--- src/rtl/led_display_pkg.sv ---
// Shared types for the LED word display: runtime modes, sequencer states and PWM width.
package led_display_pkg;

    typedef enum logic [1:0] {
        MODE_AUTO   = 2'd0,
        MODE_STEP   = 2'd1,
        MODE_FREEZE = 2'd2
    } disp_mode_e;

    typedef enum logic [1:0] {
        ST_LOAD = 2'd0,
        ST_SHOW = 2'd1,
        ST_GAP  = 2'd2
    } disp_state_e;

    localparam int PWM_W = 8;

    // The reserved encoding 3 falls back to auto-cycling.
    function automatic disp_mode_e decode_mode(input logic [1:0] mode_raw);
        case (mode_raw)
            2'd1:    return MODE_STEP;
            2'd2:    return MODE_FREEZE;
            default: return MODE_AUTO;
        endcase
    endfunction

endpackage

--- src/rtl/led_word_display_pwm.sv ---
// Free-running PWM: output is high while the phase counter is below the duty value.
module pwm #(
    parameter int WIDTH = 8
) (
    input  logic             clk,
    input  logic             rst,
    input  logic [WIDTH-1:0] duty,
    output logic             pwm_out
);

    logic [WIDTH-1:0] cnt_q;
    logic [WIDTH-1:0] cnt_d;

    always_comb begin
        cnt_d = cnt_q + WIDTH'(1);
    end

    always_ff @(posedge clk) begin
        if (rst) begin
            cnt_q <= '0;
        end else begin
            cnt_q <= cnt_d;
        end
    end

    assign pwm_out = (cnt_q < duty);

endmodule

--- src/rtl/led_word_display.sv ---
// Shows a snapshotted word one digit at a time on an LED bank, with a position
// LED (flash at digit start, then PWM) and auto / step / freeze sequencing.
module led_word_display
    import led_display_pkg::*;
#(
    parameter  int VALUE_WIDTH  = 32,
    parameter  int DIGIT_WIDTH  = 4,
    parameter  int DIGIT_CYCLES = 6_000_000,
    parameter  int FLASH_CYCLES = 1_200_000,
    parameter  int GAP_CYCLES   = 12_000_000,
    parameter  int MSB_FIRST    = 1,
    localparam int N            = VALUE_WIDTH / DIGIT_WIDTH,
    localparam int IDX_W        = (N > 1) ? $clog2(N) : 1
) (
    input  logic                   clk,
    input  logic                   rst,
    input  logic [VALUE_WIDTH-1:0] value,
    input  logic [1:0]             mode,
    input  logic                   step,
    output logic [DIGIT_WIDTH-1:0] leds,
    output logic                   led_pos,
    output logic [IDX_W-1:0]       digit_idx,
    output logic                   frame_start
);

    generate
        if ((VALUE_WIDTH % DIGIT_WIDTH) != 0 || VALUE_WIDTH < DIGIT_WIDTH) begin : g_bad_width
            $error("led_word_display: VALUE_WIDTH must be a multiple of DIGIT_WIDTH");
        end
    endgenerate

    localparam int CNT_MAX = (DIGIT_CYCLES > GAP_CYCLES) ? DIGIT_CYCLES : GAP_CYCLES;
    localparam int CNT_W   = $clog2(CNT_MAX + 1);

    localparam logic [CNT_W-1:0] DIG_LAST  = CNT_W'(DIGIT_CYCLES - 1);
    localparam logic [CNT_W-1:0] GAP_LAST  = CNT_W'((GAP_CYCLES > 0) ? GAP_CYCLES - 1 : 0);
    localparam logic [CNT_W-1:0] FLASH_LIM = CNT_W'(FLASH_CYCLES);
    localparam logic [IDX_W-1:0] POS_LAST  = IDX_W'(N - 1);

    disp_state_e            state_q, state_d;
    logic [IDX_W-1:0]       pos_q, pos_d;
    logic [CNT_W-1:0]       cnt_q, cnt_d;
    logic [VALUE_WIDTH-1:0] snap_q, snap_d;
    logic                   frame_start_q, frame_start_d;

    disp_mode_e             mode_s;
    logic                   terminal_s;
    logic [IDX_W-1:0]       digit_sel_s;
    logic [DIGIT_WIDTH-1:0] digit_s;
    logic [PWM_W-1:0]       duty_s;
    logic                   pwm_out_s;

    assign mode_s      = decode_mode(mode);
    assign digit_sel_s = (MSB_FIRST != 0) ? (POS_LAST - pos_q) : pos_q;
    assign digit_s     = snap_q[digit_sel_s * DIGIT_WIDTH +: DIGIT_WIDTH];
    assign duty_s      = {PWM_W{1'b1}} >> pos_q;

    pwm #(
        .WIDTH (PWM_W)
    ) u_pwm (
        .clk     (clk),
        .rst     (rst),
        .duty    (duty_s),
        .pwm_out (pwm_out_s)
    );

    // Sequencer: the terminal event ends a digit (or the gap); STEP saturates the counter.
    always_comb begin
        state_d       = state_q;
        pos_d         = pos_q;
        cnt_d         = cnt_q;
        snap_d        = snap_q;
        frame_start_d = 1'b0;
        terminal_s    = 1'b0;
        case (state_q)
            ST_LOAD: begin
                snap_d        = value;
                pos_d         = '0;
                cnt_d         = '0;
                state_d       = ST_SHOW;
                frame_start_d = 1'b1;
            end
            ST_SHOW: begin
                case (mode_s)
                    MODE_STEP:   terminal_s = step;
                    MODE_FREEZE: terminal_s = 1'b0;
                    default:     terminal_s = (cnt_q >= DIG_LAST);
                endcase
                if (terminal_s) begin
                    cnt_d = '0;
                    if (pos_q == POS_LAST) begin
                        state_d = (GAP_CYCLES > 0) ? ST_GAP : ST_LOAD;
                    end else begin
                        pos_d = pos_q + IDX_W'(1);
                    end
                end else if (mode_s == MODE_AUTO || (mode_s == MODE_STEP && cnt_q < DIG_LAST)) begin
                    cnt_d = cnt_q + CNT_W'(1);
                end else begin
                    cnt_d = cnt_q;
                end
            end
            ST_GAP: begin
                case (mode_s)
                    MODE_STEP:   terminal_s = step;
                    MODE_FREEZE: terminal_s = 1'b0;
                    default:     terminal_s = (cnt_q >= GAP_LAST);
                endcase
                if (terminal_s) begin
                    cnt_d   = '0;
                    state_d = ST_LOAD;
                end else if (mode_s == MODE_AUTO || (mode_s == MODE_STEP && cnt_q < GAP_LAST)) begin
                    cnt_d = cnt_q + CNT_W'(1);
                end else begin
                    cnt_d = cnt_q;
                end
            end
            default: begin
                state_d = ST_LOAD;
            end
        endcase
    end

    always_ff @(posedge clk) begin
        if (rst) begin
            state_q       <= ST_LOAD;
            pos_q         <= '0;
            cnt_q         <= '0;
            snap_q        <= '0;
            frame_start_q <= 1'b0;
        end else begin
            state_q       <= state_d;
            pos_q         <= pos_d;
            cnt_q         <= cnt_d;
            snap_q        <= snap_d;
            frame_start_q <= frame_start_d;
        end
    end

    // Outputs are blanked combinationally by rst so a mid-frame reset darkens the LEDs at once.
    always_comb begin
        leds        = '0;
        led_pos     = 1'b0;
        digit_idx   = '0;
        frame_start = frame_start_q & ~rst;
        if (!rst && state_q == ST_SHOW) begin
            leds      = digit_s;
            digit_idx = pos_q;
            if (cnt_q < FLASH_LIM) begin
                led_pos = 1'b1;
            end else if (pos_q == POS_LAST) begin
                led_pos = 1'b0;
            end else begin
                led_pos = pwm_out_s;
            end
        end else begin
            leds      = '0;
            led_pos   = 1'b0;
            digit_idx = '0;
        end
    end

endmodule

--- config.mk ---
export PLATFORM = sky130hd
export DESIGN_NAME = led_word_display
export DESIGN_NICKNAME = d
export VERILOG_FILES = /design/src/rtl/led_display_pkg.sv /design/src/rtl/led_word_display_pwm.sv /design/src/rtl/led_word_display.sv
export SDC_FILE = /design/constraint.sdc
export NUM_CORES = 1
export LEC_CHECK = 0
export BUFFER_PORTS_ARGS = -buffer_cell sky130_fd_sc_hd__buf_4
export CAP_MARGIN = 20
export CELL_PAD_IN_SITES_DETAIL_PLACEMENT = 0
export CELL_PAD_IN_SITES_GLOBAL_PLACEMENT = 1
export CORE_ASPECT_RATIO = 1.25
export CORE_MARGIN = 4
export CORE_UTILIZATION = 35
export CTS_CLUSTER_SIZE = 30
export DETAILED_ROUTE_END_ITERATION = 12
export PLACE_DENSITY_LB_ADDON = 0.1
export SYNTH_ARGS = -nofsm -noshare
export SYNTH_HDL_FRONTEND = slang
export SYNTH_SLANG_ARGS = --single-unit
--- constraint.sdc ---
create_clock -name clk -period 6.1 [get_ports clk]
set_input_delay 0.305 -clock clk [delete_from_list [all_inputs] [get_ports clk]]
set_output_delay 0.305 -clock clk [all_outputs]
set_load 0.1 [all_outputs]
======== Yosys cells after proc, flatten, opt, wreduce, memory -nomap -nowiden ========
Index checks and enable logic that the tools add are counted.
word-level totals
  output and inout bits ................... 9
  register bits ........................... 70
  input bits .............................. 37
  word-level logic and storage cells ...... 69
cells by class
  eq/ne operators ......................... 13
  bitwise operators ....................... 2
  add/sub/neg operators ................... 4
  reduce and logical (&&, ||, !) cells .... 13
  shift operators ......................... 2
  order comparisons ....................... 6
  mux-type cells .......................... 23
operator list
  operator                 count
  $mux W24                 4
  $pmux W24 S3             1
  $shiftx A32 B6 Y4        1
  $add A24 B1 Y24 const B  1
  $ge A24 B23 Y1 const B   1
  $ge A24 B24 Y1 const B   1
  $lt A24 B21 Y1 const B   1
  $lt A24 B23 Y1 const B   1
  $lt A24 B24 Y1 const B   1
  $mux W3                  3
  $reduce_and A3 Y1        3
  $add A8 B1 Y8 const B    1
  $lt A8 B8 Y1             1
  $shr A8 B3 Y8 const A    1
  $eq A2 B1 Y1 const B     3
  $eq A2 B2 Y1 const B     3
  $mux W1                  6
  $mux W2                  3
  $ne A2 B2 Y1 const B     3
  $pmux W2 S3              1
  $pmux W3 S2              1
  $logic_not A2 Y1         2
  $mux W4                  1
  $pmux W1 S2              2
  other kinds (14)         17

======== Depth between registers and ports, before layout ========
Gate-level depths: netlist (run 1).
  word-level depth ........................ 8
  mapped depth ............................ 11

======== Hierarchy ========
From an unflattened synthesis (run 1), not the netlist that was laid out.
unflattened totals
  cell total of the unflattened synthesis .. 450
  area total of the unflattened synthesis .. 3932.5 µm²
modules (own cells, without submodules)
  module            area an instance (µm²)  times used  cells each
  led_word_display  3445.8                  1           391
  pwm               486.7                   1           59

======== Worst setup path after synthesis (run 1) ========
OpenSTA, ideal clock, no wires.
  path type ............................... register to output
  start point ............................. register pos_q[0]
  end point ............................... output port led_pos
  required time ........................... 5.795 ns
  data arrival time ....................... 2.476 ns
  slack ................................... 3.319 ns
  path buffers ............................ 1
  stages on the path, launching flop included .. 8
  cells stage by stage .................... dfxtp_1 clkbuf_1 inv_1 ha_1 nand2_1 ha_1 a2111oi_0 a21o_1
between the ends
  longest elaborated chain between the ends .. 5
RTL lines
  item                    line                        source
  from (decl)             led_word_display.sv:41      logic [IDX_W-1:0] pos_q, pos_d;
  from (signal assigned)  led_word_display.sv:132     pos_q <= pos_d;
  $shr A8 B3 Y8           led_word_display.sv:56      assign duty_s = {PWM_W{1'b1}} >> pos_q;
  $lt A8 B8 Y1            led_word_display_pwm.sv:26  assign pwm_out = (cnt_q < duty);
  $mux W1 (*)             led_word_display.sv:150     end else if (pos_q == POS_LAST) begin
  $mux W1 (*)             led_word_display.sv:148     if (cnt_q < FLASH_LIM) begin
  $mux W1 (*)             led_word_display.sv:145     if (!rst && state_q == ST_SHOW) begin
  to (decl)               led_word_display.sv:21      output logic led_pos,
Every way passes the cells marked *; elsewhere a longest branch is shown, timed or not.

======== Worst setup path after layout (run 1) ========
  start point ............................. register pos_q[1]
  end point ............................... output port led_pos
Same word-level chain as after synthesis.

==> results of run 1 <==
## power by group through the flow
stage / Clock [W] / Sequential [W] / Combinational (W)
global placement: 0 / 0.000546 / 0.000486
detailed placement: 0 / 0.000548 / 0.000491
finish: 0.000590 / 0.000538 / 0.000493
global route: 0.000629 / 0.000544 / 0.000541
CTS: 0.000609 / 0.000538 / 0.000493
floorplan: 0 / 0.000534 / 0.000409
## kinds of logic (layout without fill, tap and decap cells)
kind of cell | count (synthesis) | count (layout) | share of synthesized area
AOI/OAI and AO/OA | 77 | 77 | 0.1358
xor gates and xnor gates | 6 | 6 | 0.01339
adders and majority gates | 17 | 17 | 0.05419
buffers and inverters | 40 | 70 | 0.04813
DFF | 70 | 70 | 0.3570
muxes | 46 | 46 | 0.1428
and+or+nand+nor | 190 | 190 | 0.2486
## sequential cells by signal, summed over array words and instances, names as in the netlist
| register | cells |
|---|---|
| pos_q | 3 |
| u_pwm.cnt_q | 8 |
| frame_start_q | 1 |
| state_q | 2 |
| cnt_q | 24 |
| snap_q | 32 |
## worst max path at each step
stage | end | startpoint | cells past startpoint
2_1_floorplan | led_pos | pos_q[0]$_SDFFE_PP0P_ | 7
3_3_place_gp | cnt_q[7]$_SDFFE_PP0P_ | state_q[1]$_SDFFE_PP0P_ | 7
3_5_place_dp | cnt_q[3]$_SDFFE_PP0P_ | state_q[0]$_SDFFE_PP0P_ | 7
4_1_cts | led_pos | pos_q[0]$_SDFFE_PP0P_ | 10
5_1_grt | led_pos | pos_q[0]$_SDFFE_PP0P_ | 10
6_report | led_pos | pos_q[1]$_SDFFE_PP0P_ | 10
## critical path, cell delays in order (launching register included)
cell	delay (ns)
dfxtp_1	0.74
ha_1	0.27
and2_1	0.13
ha_1	0.23
a21o_1	0.19
a21o_1	0.17
a21oi_1	0.12
o21ai_0	0.09
nand3_1	0.09
a21o_1	0.13
buf_4	0.29
## cell type report
type / instances / area [µm²] / share of cell area
Multi-Input combinational cell: 336 / 2337 / 0.5058
Clock buffer: 9 / 225.2 / 0.04874
Inverter: 8 / 30.03 / 0.006499
Clock inverter: 7 / 103.9 / 0.02248
Sequential cell: 70 / 1401 / 0.3033
Timing Repair Buffer: 46 / 357.8 / 0.07744
Tap cell: 132 / 165.2 / 0.03574
## metrics by stage
| stage | util | instance area, µm² | total power (W) |
|---|---|---|---|
| after CTS | 0.4271 | 4601 | 0.001641 |
| after detailed placement | 0.3965 | 4272 | 0.001039 |
| after global routing | 0.4289 | 4621 | 0.001715 |
| final | 0.4289 | 4621 | 0.001620 |
| after global placement | 0.3965 | 4272 | 0.001032 |
| after floorplan | - | 3925 | 0.0009430 |
## layer usage
| metal | share of wire | wire length (µm) | global-route usage |
|---|---|---|---|
| met5 | 0 | 0 | 0 |
| met4 | 0.014 | 133 | 0.04556 |
| met3 | 0.051 | 485 | 0.04833 |
| met2 | 0.49 | 4653 | 0.2502 |
| met1 | 0.45 | 4318 | 0.2007 |
## cell usage in the layout (no fill, tap or decap), drive strengths merged, types with 5 or more instances in the layout
| master | instances |
|---|---|
| clkbuf | 9 |
| dfxtp | 70 |
| nand3 | 26 |
| or4 | 18 |
| buf | 46 |
| nand4 | 6 |
| mux2i | 38 |
| o21ai | 7 |
| and2 | 6 |
| nand2 | 37 |
| nand4b | 5 |
| nor2 | 59 |
| mux4 | 8 |
| a2bb2oi | 9 |
| a21oi | 25 |
| ha | 17 |
| a31oi | 11 |
| inv | 10 |
| nor2b | 5 |
==> summary.md, run 1 <==
| Metric | Value |
|---|---|
| Int Pwr | 0.001062 W |
| Syn Area/Cell | 8.800 µm² |
| Sequential fraction of the synthesis area | 0.3570 |
| CTS Root Cell | clkbuf_16 |
| DP Worst Slack | 3.004 ns |
| CP endpoint kind | output port |
| Critical Path Source Type | flip-flop |
| Die area | 0.01298 mm² |
| Initial drt markers | 134 |
| Synth warn | 0 |
| Initial Utilization | 0.3643 |
| Worst slew pin tran | 0.9399 ns |
| Synth Flop Type | dfxtp_1 |
| Post-CTS setup buffer count | 0 |
| FF-to-FF setup slack | 3.18 ns |
| # diodes | 0 |
| I/O pin count | 46 |
| Rel. slew slack | 0.3697 |
| Largest net degree at the start of global routing | 74 |
| DRC | 0 |
| Achievable frequency | 321.8 MHz |
| Post-synthesis cell count | 446 |
| Vias in the first global route | 3,217 |
| Net Sw Frac | 0.3447 |
| NetSw | 0.0005585 W |
| Max cap viols | 0 |
| Hold Crit Start | value[17] |
| Sequential Power Share | 0.332 |
| Final Hold Viols | 0 |
| Worst hold path depth | 3 |
| Die W | 102.7 µm |
| Leakage | 1.908 nW |
| CP required | 5.79 ns |
| Worst Path Arrival | 2.80 ns |
| First-pass GRT wire length | 15,890 µm |
| Clock-pin transition on the worst setup and hold timing paths | 0.06 ns |
| Top post-synthesis cells by area | dfxtp_1 (36%), mux2i_1 (9.7%), nor2_1 (5.5%) |
| Gate power share | 0.304 |
| Area share of the largest cell type after synthesis | 0.3570 |
| RSZ-0062 raised after global routing | no |
| Origin of the critical flop-to-flop path | cnt_q[0]$_SDFFE_PP0P_ |
| PortBufs | 45 |
| GR Overflow Total | 0 |
| R2R Path End | cnt_q[23]$_SDFFE_PP0P_ |
| Worst hold path type | in2reg |
| Post-synth top cells | dfxtp_1 (70), nor2_1 (58), mux2i_1 (38) |
| Leading area contributor after synthesis | dfxtp_1 |
| Post-synth ARST share | 0 |
| Setup TNS | 0 ns |
| Post-Place Cells | 591 |
| Tmin final | 3.107 ns |
| Status | finished clean |
| All-Layer GR Usage | 0.1562 |
| Clk Latency, worst-skew pair | 0.34 ns |
| Non-Filler Instances | 608 |
| Top-count cell post-synth | dfxtp_1 |
| Clock share of power | 0.364 |
| Total wire length | 9590 µm |
| Hold endpoint | snap_q[17]$_SDFFE_PP0P_ |
| Wire per inst | 15.77 µm |
| Crit-path max FO | 13 |
| Syn Std Cell Area | 0.003925 mm² |
| Final setup violation count | 0 |
| TritonCTS clock tree | built |
| Filler instances | 1,057 |
| DP Wirelength | 6444 µm |
| Die Span Y | 126.4 µm |
| Final ANT Viol Nets | 0 |
| Hold WS | 0.1959 ns |
| VDD IR max | 0.1890 mV |
| Vias/cell | 5.431 |
| Final Skew | 0.006549 ns |
| Synth unique cells | 58 |
| Area growth syn-to-layout | 17.72% |
| Cts bufs inserted | 9 |
| Register-to-Register Path Depth | 8 |
| Yosys reg bits | 70 |
| Max-slew violations | 0 |
| Tcrit/Tclk final | 0.5094 |
| First-pass detailed-route iteration total | 4 |
| RD Place Congestion | 0.7460 |
| PnR worst setup slack | 2.993 ns |
| Mapped Nets | 500 |
| Clk buf depth | 2 |
| PwrDens | 350.7 mW/mm² |
| # resized after CTS | 0 |
| Core area | 0.01077 mm² |
| Quantity of hold-fixing buffers added after cts | 0 |
| H-Tree Depth | 3 |
| Rows | 42 |
| Critical path class | reg2out |
| NumNets Final | 525 |
| Vias | 3,302 |
| Initial antenna violation count | 0 |
| Post-synth EDFFs | 0 |
| TritonCTS Sinks | 70 |
| Share of layout cells above drive strength 1 | 0.1702 |
No activity file was read; power rests on OpenSTA's default activity.
==> run 2: changes to the inputs <==
==> constraint.sdc (replaced) <==
create_clock -name clk -period 3.1 [get_ports clk]
set_input_delay 0.155 -clock clk [delete_from_list [all_inputs] [get_ports clk]]
set_output_delay 0.155 -clock clk [all_outputs]
set_load 0.1 [all_outputs]
==> run 2 against run 1 <==
Net effect:
- cell count grew 1.2%
- via count grew 1.5%
- critical endpoint is now cnt_q[15]$_SDFFE_PP0P_
- critical path type is now reg2reg
- core utilization is essentially flat
- largest cell class unchanged
==> summary.md, run 2 (synthesis results as in run 1) <==
| Metric | Value |
|---|---|
| Commonest non-fill, non-tap cell in the layout | dfxtp_1 |
| Area growth syn-to-layout | 17.60% |
| Share of layout cells above drive strength 1 | 0.1822 (+0.01203) |
| TritonCTS Sinks | 70 (unchanged) |
| Post-CTS setup buffer count | 0 (unchanged) |
| Total power | 0.003003 W (+85%) |
| RSZ-0062 raised after global routing | no |
| Largest regs | snap_q x32, cnt_q x24, u_pwm.cnt_q x8 |
| Largest stage delay on the critical path | 0.57 ns (-0.17 ns) |
| Final setup violation count | 0 (unchanged) |
| Cts bufs inserted | 9 (unchanged) |
| Gate power share | 0.324 (+0.020) |
| Status | finished clean |
| Max-slew violations | 0 (unchanged) |
| Total wire length | 9634 µm (+0.46%) |
| FF/Latch Area | 0.001401 mm² (unchanged) |
| Vias in the first global route | 3,276 (+1.8%) |
| Rows | 42 (unchanged) |
| Achievable frequency | 358.2 MHz |
| Tmin final | 2.792 ns |
| NetSw | 0.001065 W (+91%) |
| Quantity of hold-fixing buffers added after cts | 0 (unchanged) |
| Vias/cell | 5.447 (+0.30%) |
| Post-Place Cells | 599 (+1.4%) |
| Clk buf depth | 2 (unchanged) |
| DP Wirelength | 6644 µm (+3.1%) |
| Clock share of power | 0.326 (-0.038) |
| Non-Filler Instances | 615 (+1.2%) |
| CP endpoint kind | flip-flop |
| Critical Path Source Type | flip-flop |
| I/O pin count | 46 (unchanged) |
| Worst Path Arrival | 3.05 ns (+0.25 ns) |
| Worst slew pin tran | 0.9091 ns (-0.03078 ns) |
| All-Layer GR Usage | 0.1540 (-0.002254) |
| Multi-input logic area | 0.002337 mm² (unchanged) |
| Initial antenna violation count | 0 (unchanged) |
| PortBufs | 45 (unchanged) |
| Tcrit/Tclk final | 0.9005 |
| VDD IR max | 0.2831 mV (+50%) |
| RD Place Congestion | 0.7830 (+5.0%) |
| Setup TNS | 0 ns (unchanged) |
| Critical path class | reg2reg |
| Biggest register | snap_q |
| # diodes | 0 (unchanged) |
| Die W | 102.7 µm (unchanged) |
| Crit-path max FO | 38 (+25) |
| Sequential Power Share | 0.350 (+0.018) |
| Final Skew | 0.004582 ns (-0.001967 ns) |
| Net Sw Frac | 0.3547 (+0.01001) |
| Initial drt markers | 110 (-18%) |
| Core area | 0.01077 mm² (unchanged) |
| Clock-pin transition on the worst setup and hold timing paths | 0.06 ns (about the same) |
| # resized after CTS | 0 (unchanged) |
| Max cap viols | 0 (unchanged) |
| Leakage | 1.914 nW (+0.32%) |
| Max FFs per register | 32 (unchanged) |
| TritonCTS clock tree | built |
| Die Span Y | 126.4 µm (unchanged) |
| Most frequent cells in the layout | dfxtp_1 (70), nor2_1 (58), buf_4 (53) |
| First-pass GRT wire length | 15,930 µm (+0.26%) |
| Int Pwr | 0.001938 W (+82%) |
| H-Tree Depth | 3 (unchanged) |
| PwrDens | 650.6 mW/mm² (+86%) |
| Die area | 0.01298 mm² (unchanged) |
| DRC | 0 (unchanged) |
| First-pass detailed-route iteration total | 5 (+1) |
| Most used cell, CP | a21oi_1 |
| Worst-path cell chain | ha_1 > nand4_1 > or4_1 > a21oi_1 > a31oi_1 > nand2_2 > buf_4 > a22oi_1 > a21oi_1 |
| Wire per inst | 15.67 µm (-0.68%) |
| Rel. slew slack | 0.3904 (+0.02064) |
| Initial Utilization | 0.3643 (unchanged) |
| CTS Root Cell | clkbuf_16 |
| Worst hold path type | in2reg |
| GR Overflow Total | 0 (unchanged) |
| CP required | 3.35 ns (-2.44 ns) |
| Vias | 3,350 (+1.5%) |
| Crit path max-delay cell type | or4_1 |
| Final Hold Viols | 0 (unchanged) |
| Clk Latency, worst-skew pair | 0.33 ns (about the same) |
| Final ANT Viol Nets | 0 (unchanged) |
| NumNets Final | 532 (+1.3%) |
| Filler instances | 1,085 (+2.6%) |
| Largest net degree at the start of global routing | 73 (-1.4%) |
-- run 2: cell types whose count changed in the layout (fill, tap and decap cells not counted) --
cell	delta
buf_12	-1
buf_4	+8
bufinv_16	-2
clkbuf_8	+1
clkinv_2	+1
clkinvlp_4	+1
inv_8	-1
-- run 2: cell type report --
class	count	area share
Clock buffer	10	0.05178
Clock inverter	6	0.009759
Inverter	8	0.006506
Multi-Input combinational cell	336	0.5064
Sequential cell	70	0.3036
Tap cell	132	0.03578
Timing Repair Buffer	53	0.08620
-- run 2: metrics by stage --
stage                     cell area (µm²)  hold slack, ns  utilization  setup slack, ns
final                                4616         0.05548       0.4285           0.3085
after floorplan                      3925          0.3019            -           0.4693
after global routing                 4616         0.05644       0.4285          0.05006
after global placement               4332          0.3899       0.4021           0.4229
after CTS                            4616         0.04439       0.4285           0.3077
after detailed placement             4332          0.3957       0.4021           0.3269
-- run 2: path summary, 6_finish.rpt --
kind	start	end	cells after the start	slack (ns)
worst max-delay path	cnt_q[0]$_SDFFE_PP0P_	cnt_q[15]$_SDFFE_PP0P_	9	0.31
worst min-delay path	value[5]	snap_q[5]$_SDFFE_PP0P_	3	0.06
worst max register to register	cnt_q[0]$_SDFFE_PP0P_	cnt_q[15]$_SDFFE_PP0P_	9	0.31
worst min register to register	u_pwm.cnt_q[0]$_SDFF_PP0_	u_pwm.cnt_q[0]$_SDFF_PP0_	1	0.46
-- run 2: power groups by stage --
stage,Combinational (W),Sequential [W],Clock [W]
floorplan,0.000804,0.00105,0
global placement,0.000980,0.00107,0
detailed placement,0.000984,0.00107,0
CTS,0.000987,0.00105,0.00102
global route,0.00107,0.00106,0.00105
finish,0.000972,0.00105,0.000980
-- run 2: per-layer routing --
| metal | routed length [µm] | global-route usage |
|---|---|---|
| met1 | 4439 | 0.1969 |
| met2 | 4607 | 0.2445 |
| met3 | 380 | 0.03350 |
| met4 | 206 | 0.07104 |
| met5 | 0 | 0 |
-- run 2: critical path, delay by kind of cell, from the launching register on --
kind | cells | cell delay (ns)
buffers and inverters | 1 | 0.23
adder cells (fa/ha/maj) | 1 | 0.26
AO/OA/AOI/OAI | 4 | 0.59
flip-flops | 1 | 0.38
AND/OR/NAND/NOR | 3 | 1.24
==> run 3: changes to the inputs <==
--- a/config.mk
+++ b/config.mk
@@ -9,7 +9,7 @@
 export CAP_MARGIN = 20
 export CELL_PAD_IN_SITES_DETAIL_PLACEMENT = 0
 export CELL_PAD_IN_SITES_GLOBAL_PLACEMENT = 1
-export CORE_ASPECT_RATIO = 1.25
+export CORE_ASPECT_RATIO = 1.5
 export CORE_MARGIN = 4
 export CORE_UTILIZATION = 35
 export CTS_CLUSTER_SIZE = 30
==> run 3 against run 2 <==
Net effect:
- register-to-register slack better by 0.08 ns
- wire length up 1.5%
- flip-flop and latch count unchanged
- core utilization down 0.25 points
- first-iteration DRC count up 12%
- via count down 1.5%
- setup slack better by 0.028 ns
- combinational power about the same
- critical endpoint is now led_pos
- highest routed layer unchanged
==> summary.md, run 3 (synthesis results as in run 1) <==
| Metric | Value |
|---|---|
| Setup crit start | pos_q[1]$_SDFFE_PP0P_ |
| CP required | 2.94 ns (-0.41 ns) |
| GR Overflow Total | 0 (unchanged) |
| VDD IR max | 0.2877 mV (+1.6%) |
| I/O pin count | 46 (unchanged) |
| Origin of the critical flop-to-flop path | cnt_q[0]$_SDFFE_PP0P_ |
| Critical Path Source Type | flip-flop |
| Largest net degree at the start of global routing | 73 (unchanged) |
| RD Place Congestion | 0.7850 (+0.26%) |
| Tmin final | 2.763 ns (-0.02830 ns) |
| Core area | 0.01100 mm² (+2.1%) |
| Clk buf depth | 2 (unchanged) |
| Final Skew | 0.008318 ns (+0.003735 ns) |
| PwrDens | 678.9 mW/mm² (+4.3%) |
| Worst Path Arrival | 2.61 ns (-0.44 ns) |
| Vias/cell | 5.237 (-3.9%) |
| Clock-pin transition on the worst setup and hold timing paths | 0.06 ns (about the same) |
| Final ANT Viol Nets | 0 (unchanged) |
| Post-CTS setup buffer count | 0 (unchanged) |
| Status | finished clean |
| Critical path class | reg2out |
| RSZ-0062 raised after global routing | no |
| PortBufs | 45 (unchanged) |
| # diodes | 0 (unchanged) |
| Initial drt markers | 123 (+12%) |
| Die area | 0.01301 mm² (+0.19%) |
| Vias | 3,299 (-1.5%) |
| TritonCTS Sinks | 70 (unchanged) |
| Max-slew violations | 0 (unchanged) |
| TritonCTS clock tree | built |
| Max FFs per register | 32 (unchanged) |
| Initial Utilization | 0.3569 (-0.007420) |
| Cts bufs inserted | 9 (unchanged) |
| Setup TNS | 0 ns (unchanged) |
| Quantity of hold-fixing buffers added after cts | 0 (unchanged) |
| Wire per inst | 15.52 µm (-0.92%) |
| Rows | 47 (+12%) |
| Worst hold path type | in2reg |
| Die Span Y | 137.7 µm (+8.9%) |
| DP Wirelength | 6955 µm (+4.7%) |
| Filler instances | 1,154 (+6.4%) |
| Biggest register | snap_q |
| CTS Root Cell | clkbuf_16 |
| First-pass detailed-route iteration total | 4 (-1) |
| Post-Place Cells | 614 (+2.5%) |
| CP endpoint kind | output port |
| All-Layer GR Usage | 0.1636 (+0.009623) |
| Rel. slew slack | 0.3803 (-0.01011) |
| Vias in the first global route | 3,291 (+0.46%) |
| # resized after CTS | 0 (unchanged) |
| Crit-path max FO | 7 (-82%) |
| Area growth syn-to-layout | 19.35% |
| Share of layout cells above drive strength 1 | 0.1801 (-0.002070) |
| Most frequent cells in the layout | dfxtp_1 (70), nor2_1 (58), buf_4 (53) |
| NumNets Final | 532 (unchanged) |
| Worst slew pin tran | 0.9242 ns (+0.01508 ns) |
| DRC | 0 (unchanged) |
| Final setup violation count | 0 (unchanged) |
| Largest regs | snap_q x32, cnt_q x24, u_pwm.cnt_q x8 |
| Achievable frequency | 361.9 MHz (+1.0%) |
| Leakage | 1.946 nW (+1.7%) |
| Non-Filler Instances | 630 (+2.4%) |
| Hold Crit Start | value[6] |
| Max cap viols | 0 (unchanged) |
| Commonest non-fill, non-tap cell in the layout | dfxtp_1 |
| Tcrit/Tclk final | 0.8914 (-0.009128) |
| First-pass GRT wire length | 16,440 µm (+3.2%) |
| Final Hold Viols | 0 (unchanged) |
| Die W | 94.47 µm (-8.0%) |
| Clk Latency, worst-skew pair | 0.33 ns (about the same) |
| H-Tree Depth | 3 (unchanged) |
| Total wire length | 9778 µm (+1.5%) |
| Initial antenna violation count | 0 (unchanged) |
[run 3: cell types whose count changed in the layout (fill, tap and decap cells not counted)]
| cell | previous run | this run |
|---|---|---|
| clkinvlp_4 | 3 | 0 |
| bufinv_16 | 0 | 2 |
| clkbuf_1 | 0 | 1 |
| clkbuf_8 | 1 | 2 |
| clkinv_2 | 1 | 0 |
| clkinv_4 | 0 | 1 |
| inv_6 | 2 | 1 |
[run 3: stage by stage]
stage               worst slack (ns)  instance area (µm²)    util  hold WS [ns]  power, W
floorplan                     0.4693                 3925       -        0.3019  0.001856
global placement              0.4506                 4350  0.3956        0.3884  0.002050
detailed placement            0.3734                 4350  0.3956        0.3974  0.002062
CTS                           0.2616                 4684  0.4260       0.04292  0.003238
global route                  0.1034                 4684  0.4260       0.05165  0.003356
finish                        0.3368                 4684  0.4260       0.05684  0.003180
[run 3: power breakdown]
| group | switching, W | internal [W] |
|---|---|---|
| registers | 0.0000556 | 0.000998 |
| clock network | 0.000403 | 0.000753 |
| logic | 0.000597 | 0.000373 |
[run 3: per-layer routing]
layer | vias to the layer above | part of all wire | track usage
met5 | - | 0 | 0
met4 | 0 | 0.019 | 0.05778
met3 | 12 | 0.042 | 0.04536
met2 | 55 | 0.51 | 0.2855
met1 | 1539 | 0.43 | 0.1902
li1 | 1693 | - | -
[run 3: worst max-delay path, cell delays in order (launching register included)]
cell	delay, ns
dfxtp_1	0.51
buf_4	0.26
inv_1	0.10
ha_1	0.20
nand2_1	0.08
ha_1	0.24
a2111oi_0	0.41
a21o_1	0.20
buf_4	0.29
[run 3: worst paths after layout]
| kind | endpoint | slack (ns) | depth (start not counted) |
|---|---|---|---|
| max | led_pos | 0.34 | 8 |
| max reg2reg | cnt_q[23]$_SDFFE_PP0P_ | 0.39 | 9 |
| min reg2reg | u_pwm.cnt_q[0]$_SDFF_PP0_ | 0.47 | 1 |
| min | snap_q[6]$_SDFFE_PP0P_ | 0.06 | 3 |
[run 3: final cells by class]
class | instances | area, µm² | area share
multi-input cells | 336 | 2337 | 0.4989
flip-flops and latches | 70 | 1401 | 0.2991
repair buffers | 53 | 397.9 | 0.08494
clock buffers | 12 | 256.5 | 0.05475
well taps | 147 | 183.9 | 0.03926
clock inverters | 4 | 77.57 | 0.01656
inverters | 8 | 30.03 | 0.006410
